==> src/rtl/keypad_pkg.sv <==
// keypad_pkg
// Shared constants for the 4x4 keypad scanner: FSM state encoding,
// one-hot column drive patterns and the "no key" code. Also holds a
// small one-hot test and the column rotation used by the scanner.
package keypad_pkg;

  // FSM state encoding (2-bit, legacy-compatible constants)
  localparam logic [1:0] ST_SCAN     = 2'd0;
  localparam logic [1:0] ST_DEBOUNCE = 2'd1;
  localparam logic [1:0] ST_PRESSED  = 2'd2;

  // Column drive patterns, first column is bit 3
  localparam logic [3:0] COL0 = 4'b1000;
  localparam logic [3:0] COL1 = 4'b0100;
  localparam logic [3:0] COL2 = 4'b0010;
  localparam logic [3:0] COL3 = 4'b0001;

  // Code reported for any combination outside the key matrix
  localparam logic [3:0] NO_KEY = 4'd15;

  // True when exactly one row line is active; zero or several rows
  // at once are both treated as "no key".
  function automatic logic is_one_hot(input logic [3:0] v);
    return (v == 4'b1000) || (v == 4'b0100) ||
           (v == 4'b0010) || (v == 4'b0001);
  endfunction

  // Advance to the next column: 1000 -> 0100 -> 0010 -> 0001 -> 1000
  function automatic logic [3:0] next_col(input logic [3:0] c);
    return {c[0], c[3:1]};
  endfunction

endpackage

==> src/rtl/keypad_decode.sv <==
// keypad_decode
// Purely combinational key-code table for the 4x4 matrix.
// Ports:
//   col_ref - one-hot column that was driven when the key was seen
//   row_ref - one-hot row that answered on that column
//   code    - 4-bit key code (NO_KEY for anything off the matrix)
module keypad_decode
  import keypad_pkg::*;
(
  input  logic [3:0] col_ref,
  input  logic [3:0] row_ref,
  output logic [3:0] code
);

  // Table lookup; rows listed from bit 3 down to bit 0 in each column
  always_comb begin
    code = NO_KEY;
    case (col_ref)
      COL0: begin
        case (row_ref)
          4'b1000: code = 4'd15;
          4'b0100: code = 4'd1;
          4'b0010: code = 4'd4;
          4'b0001: code = 4'd7;
          default: code = NO_KEY;
        endcase
      end
      COL1: begin
        case (row_ref)
          4'b1000: code = 4'd0;
          4'b0100: code = 4'd2;
          4'b0010: code = 4'd5;
          4'b0001: code = 4'd8;
          default: code = NO_KEY;
        endcase
      end
      COL2: begin
        case (row_ref)
          4'b1000: code = 4'd14;
          4'b0100: code = 4'd3;
          4'b0010: code = 4'd6;
          4'b0001: code = 4'd9;
          default: code = NO_KEY;
        endcase
      end
      COL3: begin
        case (row_ref)
          4'b1000: code = 4'd13;
          4'b0100: code = 4'd10;
          4'b0010: code = 4'd11;
          4'b0001: code = 4'd12;
          default: code = NO_KEY;
        endcase
      end
      default: code = NO_KEY;
    endcase
  end

endmodule

==> src/rtl/keypad_scan_ctrl.sv <==
// keypad_scan_ctrl
// Scans a 4x4 matrix keypad one column at a time, debounces a single
// pressed key and reports its code once per press.
// Ports:
//   clk       - system clock
//   rst       - asynchronous, active-high reset
//   fil       - keypad row lines (active-high, asynchronous to clk)
//   col       - one-hot column drive, bit 3 is the first column
//   tecla     - code of the last accepted key
//   key_valid - one-cycle pulse in the cycle tecla is updated
//   key_held  - high while the accepted key is still pressed
module keypad_scan_ctrl
  import keypad_pkg::*;
#(
  parameter int SCAN_DIV     = 1000,
  parameter int DEBOUNCE_CNT = 20000
) (
  input  logic       clk,
  input  logic       rst,
  input  logic [3:0] fil,
  output logic [3:0] col,
  output logic [3:0] tecla,
  output logic       key_valid,
  output logic       key_held
);

  localparam int DWELL_W = $clog2(SCAN_DIV);
  localparam int DEB_W   = $clog2(DEBOUNCE_CNT + 1);

  localparam logic [DWELL_W-1:0] DWELL_LAST = DWELL_W'(SCAN_DIV - 1);
  localparam logic [DWELL_W-1:0] DWELL_ONE  = DWELL_W'(1);
  localparam logic [DEB_W-1:0]   DEB_LAST   = DEB_W'(DEBOUNCE_CNT - 1);
  localparam logic [DEB_W-1:0]   DEB_ONE    = DEB_W'(1);

  logic [3:0]         sync1_q, fs_q;
  logic [1:0]         state_q, state_d;
  logic [3:0]         col_q, col_d;
  logic [DWELL_W-1:0] dwell_q, dwell_d;
  logic [DEB_W-1:0]   deb_q, deb_d;
  logic [3:0]         row_ref_q, row_ref_d;
  logic [3:0]         col_ref_q, col_ref_d;
  logic [3:0]         tecla_q, tecla_d;
  logic               key_valid_q, key_valid_d;
  logic               key_held_q, key_held_d;
  logic [3:0]         dec_code;

  keypad_decode u_decode (
    .col_ref (col_ref_q),
    .row_ref (row_ref_q),
    .code    (dec_code)
  );

  // Two-flop synchronizer on the row lines; everything downstream
  // looks only at fs_q.
  always_ff @(posedge clk or posedge rst) begin
    if (rst) begin
      sync1_q <= 4'b0000;
      fs_q    <= 4'b0000;
    end else begin
      sync1_q <= fil;
      fs_q    <= sync1_q;
    end
  end

  // Scan / debounce / pressed sequencing. The column is frozen while a
  // candidate key is being debounced and while it stays pressed, so the
  // row lines keep reflecting that one key.
  always_comb begin
    state_d     = state_q;
    col_d       = col_q;
    dwell_d     = dwell_q;
    deb_d       = deb_q;
    row_ref_d   = row_ref_q;
    col_ref_d   = col_ref_q;
    tecla_d     = tecla_q;
    key_valid_d = 1'b0;
    key_held_d  = key_held_q;

    case (state_q)
      ST_SCAN: begin
        if (dwell_q == DWELL_LAST) begin
          dwell_d = '0;
          if (is_one_hot(fs_q)) begin
            row_ref_d = fs_q;
            col_ref_d = col_q;
            deb_d     = '0;
            state_d   = ST_DEBOUNCE;
          end else begin
            col_d = next_col(col_q);
          end
        end else begin
          dwell_d = dwell_q + DWELL_ONE;
        end
      end

      ST_DEBOUNCE: begin
        if (fs_q == row_ref_q) begin
          if (deb_q == DEB_LAST) begin
            tecla_d     = dec_code;
            key_valid_d = 1'b1;
            key_held_d  = 1'b1;
            deb_d       = '0;
            state_d     = ST_PRESSED;
          end else begin
            deb_d = deb_q + DEB_ONE;
          end
        end else begin
          // A bounce or a different key: give up and move on
          state_d = ST_SCAN;
          col_d   = next_col(col_q);
          dwell_d = '0;
          deb_d   = '0;
        end
      end

      ST_PRESSED: begin
        // Release needs DEBOUNCE_CNT consecutive all-zero samples; any
        // activity, even on another row, restarts the count.
        if (fs_q == 4'b0000) begin
          if (deb_q == DEB_LAST) begin
            key_held_d = 1'b0;
            state_d    = ST_SCAN;
            col_d      = next_col(col_q);
            dwell_d    = '0;
            deb_d      = '0;
          end else begin
            deb_d = deb_q + DEB_ONE;
          end
        end else begin
          deb_d = '0;
        end
      end

      default: begin
        state_d    = ST_SCAN;
        col_d      = COL0;
        dwell_d    = '0;
        deb_d      = '0;
        key_held_d = 1'b0;
      end
    endcase
  end

  // State registers
  always_ff @(posedge clk or posedge rst) begin
    if (rst) begin
      state_q     <= ST_SCAN;
      col_q       <= COL0;
      dwell_q     <= '0;
      deb_q       <= '0;
      row_ref_q   <= 4'b0000;
      col_ref_q   <= 4'b0000;
      tecla_q     <= 4'd0;
      key_valid_q <= 1'b0;
      key_held_q  <= 1'b0;
    end else begin
      state_q     <= state_d;
      col_q       <= col_d;
      dwell_q     <= dwell_d;
      deb_q       <= deb_d;
      row_ref_q   <= row_ref_d;
      col_ref_q   <= col_ref_d;
      tecla_q     <= tecla_d;
      key_valid_q <= key_valid_d;
      key_held_q  <= key_held_d;
    end
  end

  assign col       = col_q;
  assign tecla     = tecla_q;
  assign key_valid = key_valid_q;
  assign key_held  = key_held_q;

endmodule

==> config.mk <==
export PLATFORM = sky130hd
export DESIGN_NAME = keypad_scan_ctrl
export DESIGN_NICKNAME = d
export VERILOG_FILES = /design/src/rtl/keypad_pkg.sv /design/src/rtl/keypad_decode.sv /design/src/rtl/keypad_scan_ctrl.sv
export SDC_FILE = /design/constraint.sdc
export NUM_CORES = 1
export LEC_CHECK = 0
export CAP_MARGIN = 10
export CORE_MARGIN = 2
export CORE_UTILIZATION = 54
export DETAILED_ROUTE_END_ITERATION = 8
export GPL_TIMING_DRIVEN = 1
export PLACE_DENSITY = 0.77
export SYNTH_ARGS = -nofsm -noshare
export SYNTH_HDL_FRONTEND = slang
export SYNTH_SLANG_ARGS = --single-unit
==> constraint.sdc <==
create_clock -name clk -period 2 [get_ports clk]
set_input_delay 0.2 -clock clk [delete_from_list [all_inputs] [get_ports clk]]
set_output_delay 0.2 -clock clk [all_outputs]
set_load 0.03 [all_outputs]
==> qor.txt, run 1 <==
Status = finished, final reports clean
Worst reg2reg startpoint = deb_q[1]
RSZ-0062 raised after global routing = yes
Synth top area cells = dfrtp_1 (41%), o21ai_0 (3.6%), a32oi_1 (3.3%)
Startpoint Class = register
Crit path max-delay cell type = or3_4
Via density = 6.36
Tot Pwr = 1.78 mW
Antenna diodes = 0
Crit-path leading delay family = simple AND/OR/NAND/NOR gates
Clk_skew = 3.08 ps
FF+latch area = 1330 um2
Clock Path Buffers = 2
Global-route wire length before repair = 12800 um
Synth Cell Area = 3160 um2
Port bufs = 15
Post-synth top area share = 41.2%
Die Height = 80.5 um
Die W = 80.5 um
Starting Density = 56.6%
Skew-Pair Late Insertion Delay = 310 ps
Nets = 382
Placer Congestion = 0.944
DR pass1 iterations = 4
Number of synthesized flops with an enable pin = 0
Top sig layer = met4
CTS Root Cell = clkbuf_8
Placement row count = 27
Met3 wire len = 354 um
WL met1 = 3310 um
Final hold slack = 228 ps
Final Hold Fails = 0
Vias in the first global route = 2690
Yosys top cell by area = dfrtp_1
Number of max-cap violations = 0
Worst-path cell chain = ha_1 -> and4_4 -> nand4_4 -> o21a_1 -> or3_4 -> o31ai_2
R2R cell count = 6
Clock sinks = 53
Max Clk Rate = 523 MHz
Clock transition at path regs = 100 ps
Area of the die = 6470 um2
Max-slew violation count = 0
Leakage = 1.60 nW
Element type at the critical path end = register
Initial DRC count = 246
CTS buffer count = 5
Synthesized flop and latch total = 53
Syn nets = 342
Mapped Avg Cell Area = 9.57 um2
Most frequent cell after synthesis = dfrtp_1
Crit path depth = 6
Yosys cell types = 63
Yosys Warn Count = 0
Slew @ Worst Pin = 479 ps
Slew Limit Headroom = 68.0%
R2r endpoint = dwell_q[6]
Filler cell count = 452
Number of buffers and inverters on the critical path = 0
Sequential area share after synthesis = 42.1%
Multi-input logic area = 1710 um2
Hold Crit Class = in2async
Via count = 2819
Share of flip-flops with an asynchronous set or reset = 100%
Total Routing Usage GR = 25.0%
Overall routed net length = 7360 um
Hpwl dp = 5190 um
Final worst path period need = 1910 ps
Worst Setup SP = deb_q[1]
Crit share post-route = 95.6%
Worst reg2reg setup slack = 90 ps
Cells after synthesis = 330
Post-synth top cells = dfrtp_1 (52), o21ai_0 (23), nor2_1 (20)
# setup viols final = 0
I/O Pins = 16
Delay of the slowest critical-path stage = 400 ps
H-tree depth = 2
Area growth from synthesis to layout = 18.8%
Hold_buf cts = 0
Wire length per cell = 16.6 um
Core Area = 5570 um2
Share of cells above drive strength 1 = 22.4%
Crit-path max FO = 5
Peak supply drop = 0.317 mV
Ys flop type = dfrtp_1
Kind of critical path = reg2reg
Initial antenna violation count = 0
Antenna Nets Post-Route = 0
# DRC = 0
Arr. time, crit path = 2130 ps
CTS tree = built
CP required = 2220 ps
Met2 routed WL = 3610 um
Largest net degree at the start of global routing = 26
Grt ovf = 0
Pwr Density = 473 nW/um2
how the worst max path moves through the flow:
stage / endpoint
after floorplan: dwell_q[4]
after global placement: col_ref_q[1]
after detailed placement: row_ref_q[2]
after CTS: dwell_q[4]
after global routing: deb_q[11]
final: dwell_q[6]
metal layers:
metal | track usage (%) | up-vias
met3 | 4.38 | 7
met2 | 41.7 | 89
li1 | - | 1339
met1 | 33.8 | 1384
met4 | 6.44 | 0
met5 | 0 | -
worst reg2reg max path, cell delays in order, from the launching register on:
cell	delay, ps
dfrtp_1	390
ha_1	200
and4_4	270
nand4_4	100
o21a_1	200
or3_4	400
o31ai_2	250
state kept, by name (all words and copies together) (netlist names):
register / count
deb_q: 15
row_ref_q: 4
key_valid: 1
fs_q: 4
state_q: 2
sync1_q: 4
dwell_q: 10
key_held: 1
col_ref_q: 4
tecla: 4
col: 4
cell type report:
| class | count | share of cell area [%] |
|---|---|---|
| Inverter | 18 | 1.83 |
| Clock buffer | 5 | 1.83 |
| Multi-Input combinational cell | 239 | 45.5 |
| Timing Repair Buffer | 53 | 12.3 |
| Clock inverter | 3 | 0.700 |
| Tap cell | 72 | 2.40 |
| Sequential cell | 53 | 35.5 |
cell families after synthesis:
kind of cell    synth area share (%)
fa+ha+maj                       2.38
mux                             2.85
xor+xnor                        1.94
simple gates                    21.3
flops                           42.1
compound gates                  24.3
buf+inv                         5.19
repair_timing:
action | in CTS | in global routing
setup endpoints to repair | 10 | 24
pin swaps | 0 | 2
gates resized for setup | 2 | 11
setup buffers | 0 | 2
where the power goes:
group          switching [mW]  leakage, nW  internal (mW)
logic                  0.0310        0.850         0.0208
clock network           0.382       0.0487          0.256
registers             0.00679        0.700           1.08
total                   0.420         1.60           1.36
cell usage in the layout, fill, tap and decap left out, types with 6 or more instances in the layout:
cell type	instances
dfrtp_1	49
inv_1	16
nand2_1	17
nand3_1	16
and2_1	8
o21ai_0	23
nor2_1	20
mux2_2	8
a21oi_1	7
buf_4	36
o31ai_1	11
clkdlybuf4s50_1	15
a31oi_1	9
a32oi_1	12
nand4_1	7
o22ai_1	8
ha_1	6
through the flow:
step	instances	setup TNS, ps	cell area (um2)	setup WS, ps	util (%)
6_report	443	0	3750	88.1	67.3
5_1_grt	443	-34.8	3750	-18.4	67.3
4_1_cts	441	0	3700	12.7	66.3
3_5_place_dp	433	-14.4	3600	-7.66	64.5
3_3_place_gp	433	0	3600	92.2	64.5
2_1_floorplan	330	0	3160	85.9	-
Note: power is estimated with default switching activity, not from simulation.
==> run 2, diff against run 1 <==
--- a/config.mk
+++ b/config.mk
@@ -7,7 +7,7 @@
 export LEC_CHECK = 0
 export CAP_MARGIN = 10
 export CORE_MARGIN = 2
-export CORE_UTILIZATION = 54
+export CORE_UTILIZATION = 57
 export DETAILED_ROUTE_END_ITERATION = 8
 export GPL_TIMING_DRIVEN = 1
 export PLACE_DENSITY = 0.77
==> constraint.sdc (replaced) <==
create_clock -name clk -period 2.2 [get_ports clk]
set_input_delay 0.22 -clock clk [delete_from_list [all_inputs] [get_ports clk]]
set_output_delay 0.22 -clock clk [all_outputs]
set_load 0.03 [all_outputs]
==> run 2 against run 1 <==
Die area down 5.0%. Sequential power down 9%. Non-clock buffer count down 16. Clock skew up 3.7 ps. Critical endpoint is now dwell_q[1]. Register-to-register slack better by 60 ps. Core utilization down 1.3 points. Maximum frequency down 6.8%. Clock power down 9.4%. Flip-flop and latch count unchanged. Wire length down 7.0%. Combinational power down 15%.
==> qor.txt, run 2 (same netlist as run 1, synthesis figures left out) <==
Core Area = 5440 um2 (-2.4%)
CTS buffer count = 5 (unchanged)
Wire length per cell = 16.0 um (-3.5%)
Grt ovf = 0 (unchanged)
Share of cells above drive strength 1 = 16.6% (-5.8 points)
Final hold slack = 253 ps (+24.5 ps)
Max-slew violation count = 0 (unchanged)
Overall routed net length = 6850 um (-7.0%)
Skew-Pair Late Insertion Delay = 310 ps (about the same)
Arr. time, crit path = 2250 ps (+120 ps)
Startpoint Class = register
Slew @ Worst Pin = 501 ps (+21.8 ps)
Die W = 78.4 um (-2.5%)
Most frequent cells in the layout = dfrtp_1 (52), o21ai_0 (23), buf_4 (21), nor2_1 (20), nand2_1 (18)
Clock transition at path regs = 100 ps (about the same)
Final Hold Fails = 0 (unchanged)
Largest net degree at the start of global routing = 54 (+110%)
RSZ-0062 raised after global routing = no
Via density = 6.37 (about the same)
Leakage = 1.51 nW (-5.4%)
Area post-placement = 3480 um2 (-3.3%)
Crit-path max FO = 9 (+4)
Port bufs = 15 (unchanged)
Met3 Track Usage GR = 3.45% (-0.93 points)
Nets = 366 (-4.2%)
Clock Path Buffers = 2 (unchanged)
Kind of critical path = reg2reg
Biggest register = deb_q
Starting Density = 58.0% (+1.4 points)
Hold_buf cts = 0 (unchanged)
Max FFs per register = 15 (unchanged)
Clk_skew = 6.82 ps (+3.74 ps)
Crit share post-route = 93.3% (-2.3 points)
Antenna Nets Post-Route = 0 (unchanged)
Antenna diodes = 0 (unchanged)
Number of max-cap violations = 0 (unchanged)
Setup TNS = 0 ps (unchanged)
DR pass1 iterations = 5 (+1)
Post-CTS repair timing setup buffer count = 0 (unchanged)
Initial antenna violation count = 0 (unchanged)
Vias in the first global route = 2497 (-7.2%)
Die Height = 78.4 um (-2.5%)
Filler cell count = 443 (-2.0%)
CP required = 2390 ps (+170 ps)
Status = finished, final reports clean
Pwr Density = 448 nW/um2 (-5.3%)
Final worst path period need = 2050 ps (+140 ps)
Worst Setup SP = row_ref_q[0]
I/O Pins = 16 (unchanged)
# setup viols final = 0 (unchanged)
Met1 usage = 32.9% (-0.93 points)
Met2 usage = 40.3% (-1.3 points)
Max Clk Rate = 487 MHz (-6.8%)
Area of the die = 6150 um2 (-5.0%)
Global-route wire length before repair = 11900 um (-7.0%)
CTS tree = built
GRT busiest layer = met2
Total Routing Usage GR = 24.2% (-0.83 points)
CTS Root Cell = clkbuf_8
Worst reg2reg startpoint = row_ref_q[0]
Initial DRC count = 191 (-22%)
Placer Congestion = 0.895 (-5.2%)
Peak supply drop = 0.287 mV (-9.6%)
Area growth from synthesis to layout = 13.7%
# DRC = 0 (unchanged)
Post-CTS sizing = 0 (-2)
Via count = 2719 (-3.5%)
Hpwl dp = 4790 um (-7.8%)
Placement row count = 27 (unchanged)
Top flop regs = deb_q x15, dwell_q x10
Element type at the critical path end = register
Slew Limit Headroom = 66.5% (-1.5 points)
Fin area = 3590 um2 (-4.3%)
H-tree depth = 2 (unchanged)
Commonest non-fill, non-tap cell in the layout = dfrtp_1
Worst reg2reg setup slack = 150 ps (+60 ps)
Clock sinks = 53 (unchanged)
Hold Crit Class = in2async
[run 2: changes by cell type in the layout (fill, tap and decap cells not counted), moves of 2 or more]
cell      delta
buf_4       -15
dfrtp_2      -3
o31ai_1      +2
dfrtp_1      +3
clkinv_4     -2
o31ai_2      -2
[run 2: critical path, cell delays in order, from the launching register on]
cell	delay, ps
dfrtp_1	520
xnor2_1	160
nand4_1	320
buf_4	270
or2_2	340
nand2_1	210
o31ai_1	110
[run 2: cell type report]
cell class,instances,area (um2),area share [%]
multi-input cells,239,1680,46.9
clock buffers,5,68.8,1.92
repair buffers,37,328,9.13
inverters,18,67.6,1.88
clock inverters,3,25.0,0.697
flip-flops and latches,53,1330,37.0
well taps,72,90.1,2.51
[run 2: worst paths after layout]
check / end / depth (start not counted)
max: dwell_q[1] / 6
min: deb_q[14] / 3
max reg2reg: dwell_q[1] / 6
min reg2reg: fs_q[3] / 0
max in group asynchronous: col[3] / 3
min in group clk: sync1_q[1] / 1
[run 2: where the power goes]
group          total, mW  leakage [nW]  switching [mW]  internal (mW)
Clock              0.578        0.0452           0.346          0.233
Combinational     0.0439         0.763          0.0265         0.0174
Sequential         0.988         0.704         0.00675          0.981
[run 2: per-layer routing]
layer / up-vias / routed length [um]
met1: 1311 / 3160
li1: 1306 / -
met5: - / 0
met4: 0 / 72
met2: 96 / 3310
met3: 6 / 300
[run 2: stage by stage]
step           total power, mW  cells  setup WS, ps  util (%)
6_report                  1.61    427           148      66.0
5_1_grt                   1.68    427          2.30      66.0
4_1_cts                   1.63    427           137      65.7
3_5_place_dp              1.05    419           157      64.0
3_3_place_gp              1.05    419           224      64.0
2_1_floorplan             1.03    330           195         -
==> run 3, diff against run 2 <==
--- a/config.mk
+++ b/config.mk
@@ -11,6 +11,7 @@
 export DETAILED_ROUTE_END_ITERATION = 8
 export GPL_TIMING_DRIVEN = 1
 export PLACE_DENSITY = 0.77
+export RECOVER_POWER = 50
 export SYNTH_ARGS = -nofsm -noshare
 export SYNTH_HDL_FRONTEND = slang
 export SYNTH_SLANG_ARGS = --single-unit
==> run 3 against run 2 <==
Clock skew hardly changed. Design area shrank 0.42%. Critical path type unchanged. Largest power group unchanged. Count of clock-buffer cells in the layout unchanged. Flip-flop and latch count did not move.
==> qor.txt, run 3 (same netlist as run 1, synthesis figures left out) <==
Clock power share = 36.0% (about the same)
Clock transition at path regs = 100 ps (about the same)
Hold_buf cts = 0 (unchanged)
# DRC = 0 (unchanged)
Antenna Nets Post-Route = 0 (unchanged)
Initial antenna violation count = 0 (unchanged)
Final hold slack = 358 ps (+105 ps)
Worst reg2reg setup slack = 150 ps (about the same)
Final Hold Fails = 0 (unchanged)
I/O Pins = 16 (unchanged)
Pre-CTS WS = 157 ps (unchanged)
FF+latch area = 1330 um2 (unchanged)
Sequential power share = 61.7% (+0.3 points)
Top flop regs = deb_q x15, dwell_q x10
Post-CTS repair timing setup buffer count = 0 (unchanged)
Nets = 366 (unchanged)
Final core utilization = 65.7% (-0.28 points)
Via count = 2720 (+0.037%)
Vias in the first global route = 2497 (unchanged)
Overall routed net length = 6830 um (-0.25%)
Kind of critical path = reg2reg
Global-route wire length before repair = 11900 um (unchanged)
Delay of the slowest critical-path stage = 520 ps (about the same)
CTS tree = built
Area growth from synthesis to layout = 13.2%
Number of buffers and inverters on the critical path = 1 (unchanged)
Tot Pwr = 1.60 mW (-0.49%)
Area of the die = 6150 um2 (unchanged)
PnR worst setup slack = 148 ps (-0.283 ps)
Final worst path period need = 2050 ps (+0.283 ps)
R2r endpoint = dwell_q[1]
P_int = 1.23 mW (-0.41%)
Crit path max-delay cell type = dfrtp_1
Min-Delay Endpoint = fs_q[3]
R2R cell count = 6 (unchanged)
Total Routing Usage GR = 24.2% (unchanged)
Max Clk Rate = 487 MHz (about the same)
Number of max-cap violations = 0 (unchanged)
Wire length per cell = 16.0 um (-0.25%)
Biggest register = deb_q
Port bufs = 15 (unchanged)
Multi-input logic area = 1680 um2 (unchanged)
Leakage = 1.51 nW (-0.44%)
Filler cell count = 445 (+0.45%)
RSZ-0062 raised after global routing = no
Antenna diodes = 0 (unchanged)
Initial DRC count = 191 (unchanged)
Hold Crit Class = reg2reg
Clock Path Buffers = 2 (unchanged)
Commonest non-fill, non-tap cell in the layout = dfrtp_1
Hold path startpoint = sync1_q[3]
# setup viols final = 0 (unchanged)
Status = finished, final reports clean
Placer Congestion = 0.895 (unchanged)
CTS Root Cell = clkbuf_8
Share of cells above drive strength 1 = 16.3% (-0.28 points)
Switching share of power = 23.5% (-0.061 points)
Grt ovf = 0 (unchanged)
CTS buffer count = 5 (unchanged)
Worst reg2reg startpoint = row_ref_q[0]
Max-slew violation count = 0 (unchanged)
Hold Crit Depth = 0
Worst-path cell chain = xnor2_1 -> nand4_1 -> buf_4 -> or2_2 -> nand2_1 -> o31ai_1
Most frequent cells in the layout = dfrtp_1 (52), o21ai_0 (23), buf_4 (21), nor2_1 (20), nand2_1 (18)
CP required = 2390 ps (about the same)
DR pass1 iterations = 4 (-1)
Clock sinks = 53 (unchanged)
Startpoint Class = register
Skew-Pair Late Insertion Delay = 310 ps (about the same)
Hpwl dp = 4790 um (unchanged)
Peak supply drop = 0.287 mV (about the same)
Slew @ Worst Pin = 1280 ps (+778 ps)
H-tree depth = 2 (unchanged)
Die W = 78.4 um (unchanged)
P_sw = 0.376 mW (-0.75%)
Largest net degree at the start of global routing = 54 (unchanged)
Via density = 6.37 (about the same)
Placement row count = 27 (unchanged)
Pwr Density = 448 nW/um2 (about the same)
Arr. time, crit path = 2250 ps (about the same)
Gate power share = 2.4% (-0.3 points)
Element type at the critical path end = register
Max FFs per register = 15 (unchanged)
Starting Density = 58.0% (unchanged)
Crit-path leading delay family = simple AND/OR/NAND/NOR gates
Clk_skew = 6.38 ps (-0.444 ps)
Crit share post-route = 93.3% (about the same)
Setup TNS = 0 ps (unchanged)
Slew Limit Headroom = 14.7% (-52 points)
Crit-path max FO = 9 (unchanged)
Die Height = 78.4 um (unchanged)
Core Area = 5440 um2 (unchanged)
-- run 3: changes by cell type in the layout (fill, tap and decap cells not counted), sizes merged --
cell and delta:
buf -1, clkdlybuf4s50 -5, clkinv +1, dlygate4sd3 +5, inv -1, clkbuf +1
-- run 3: timing repair --
| item | in CTS | in global routing |
|---|---|---|
| endpoints found under the setup margin | 0 | 13 |
| hold endpoints to repair | 0 | 0 |
| gates resized for setup | 0 | 4 |
-- run 3: area by class of cell --
class	count	area share [%]
clock buffer	5	1.93
clock inverter	3	0.700
inverter	18	1.89
multi-input combinational	239	47.1
sequential	53	37.1
tap	72	2.52
timing repair buffer	37	8.75
-- run 3: power groups by stage --
| stage | Combinational [mW] | Clock [mW] | Sequential [mW] |
|---|---|---|---|
| 3_5_place_dp | 0.0449 | 0 | 1.01 |
| 5_1_grt | 0.0450 | 0.636 | 0.989 |
| 2_1_floorplan | 0.0236 | 0 | 1.00 |
| 3_3_place_gp | 0.0442 | 0 | 1.01 |
| 6_report | 0.0382 | 0.576 | 0.988 |
| 4_1_cts | 0.0449 | 0.598 | 0.988 |
-- run 3: routing by layer --
layer / vias to the layer above / GRT usage (%) / part of all wire, %
met4: 0 / 7.37 / 1.2
met1: 1311 / 32.9 / 47
met5: - / 0 / 0
met3: 12 / 3.45 / 4.1
li1: 1306 / - / -
met2: 91 / 40.3 / 48
-- run 3: how the worst max path moves through the flow --
stage	start	endpoint	slack [ps]	cells past startpoint
floorplan	state_q[0]	dwell_q[4]	190	8
global placement	deb_q[0]	tecla[2]	220	6
detailed placement	deb_q[0]	dwell_q[4]	160	6
CTS	deb_q[0]	dwell_q[4]	140	6
global route	row_ref_q[0]	dwell_q[1]	2	6
finish	row_ref_q[0]	dwell_q[1]	150	6
-- run 3: stage by stage --
stage                     std cells  area (um2)
after floorplan                 330        3160
after global placement          419        3480
after detailed placement        419        3480
after CTS                       427        3570
after global routing            427        3570
final                           427        3570
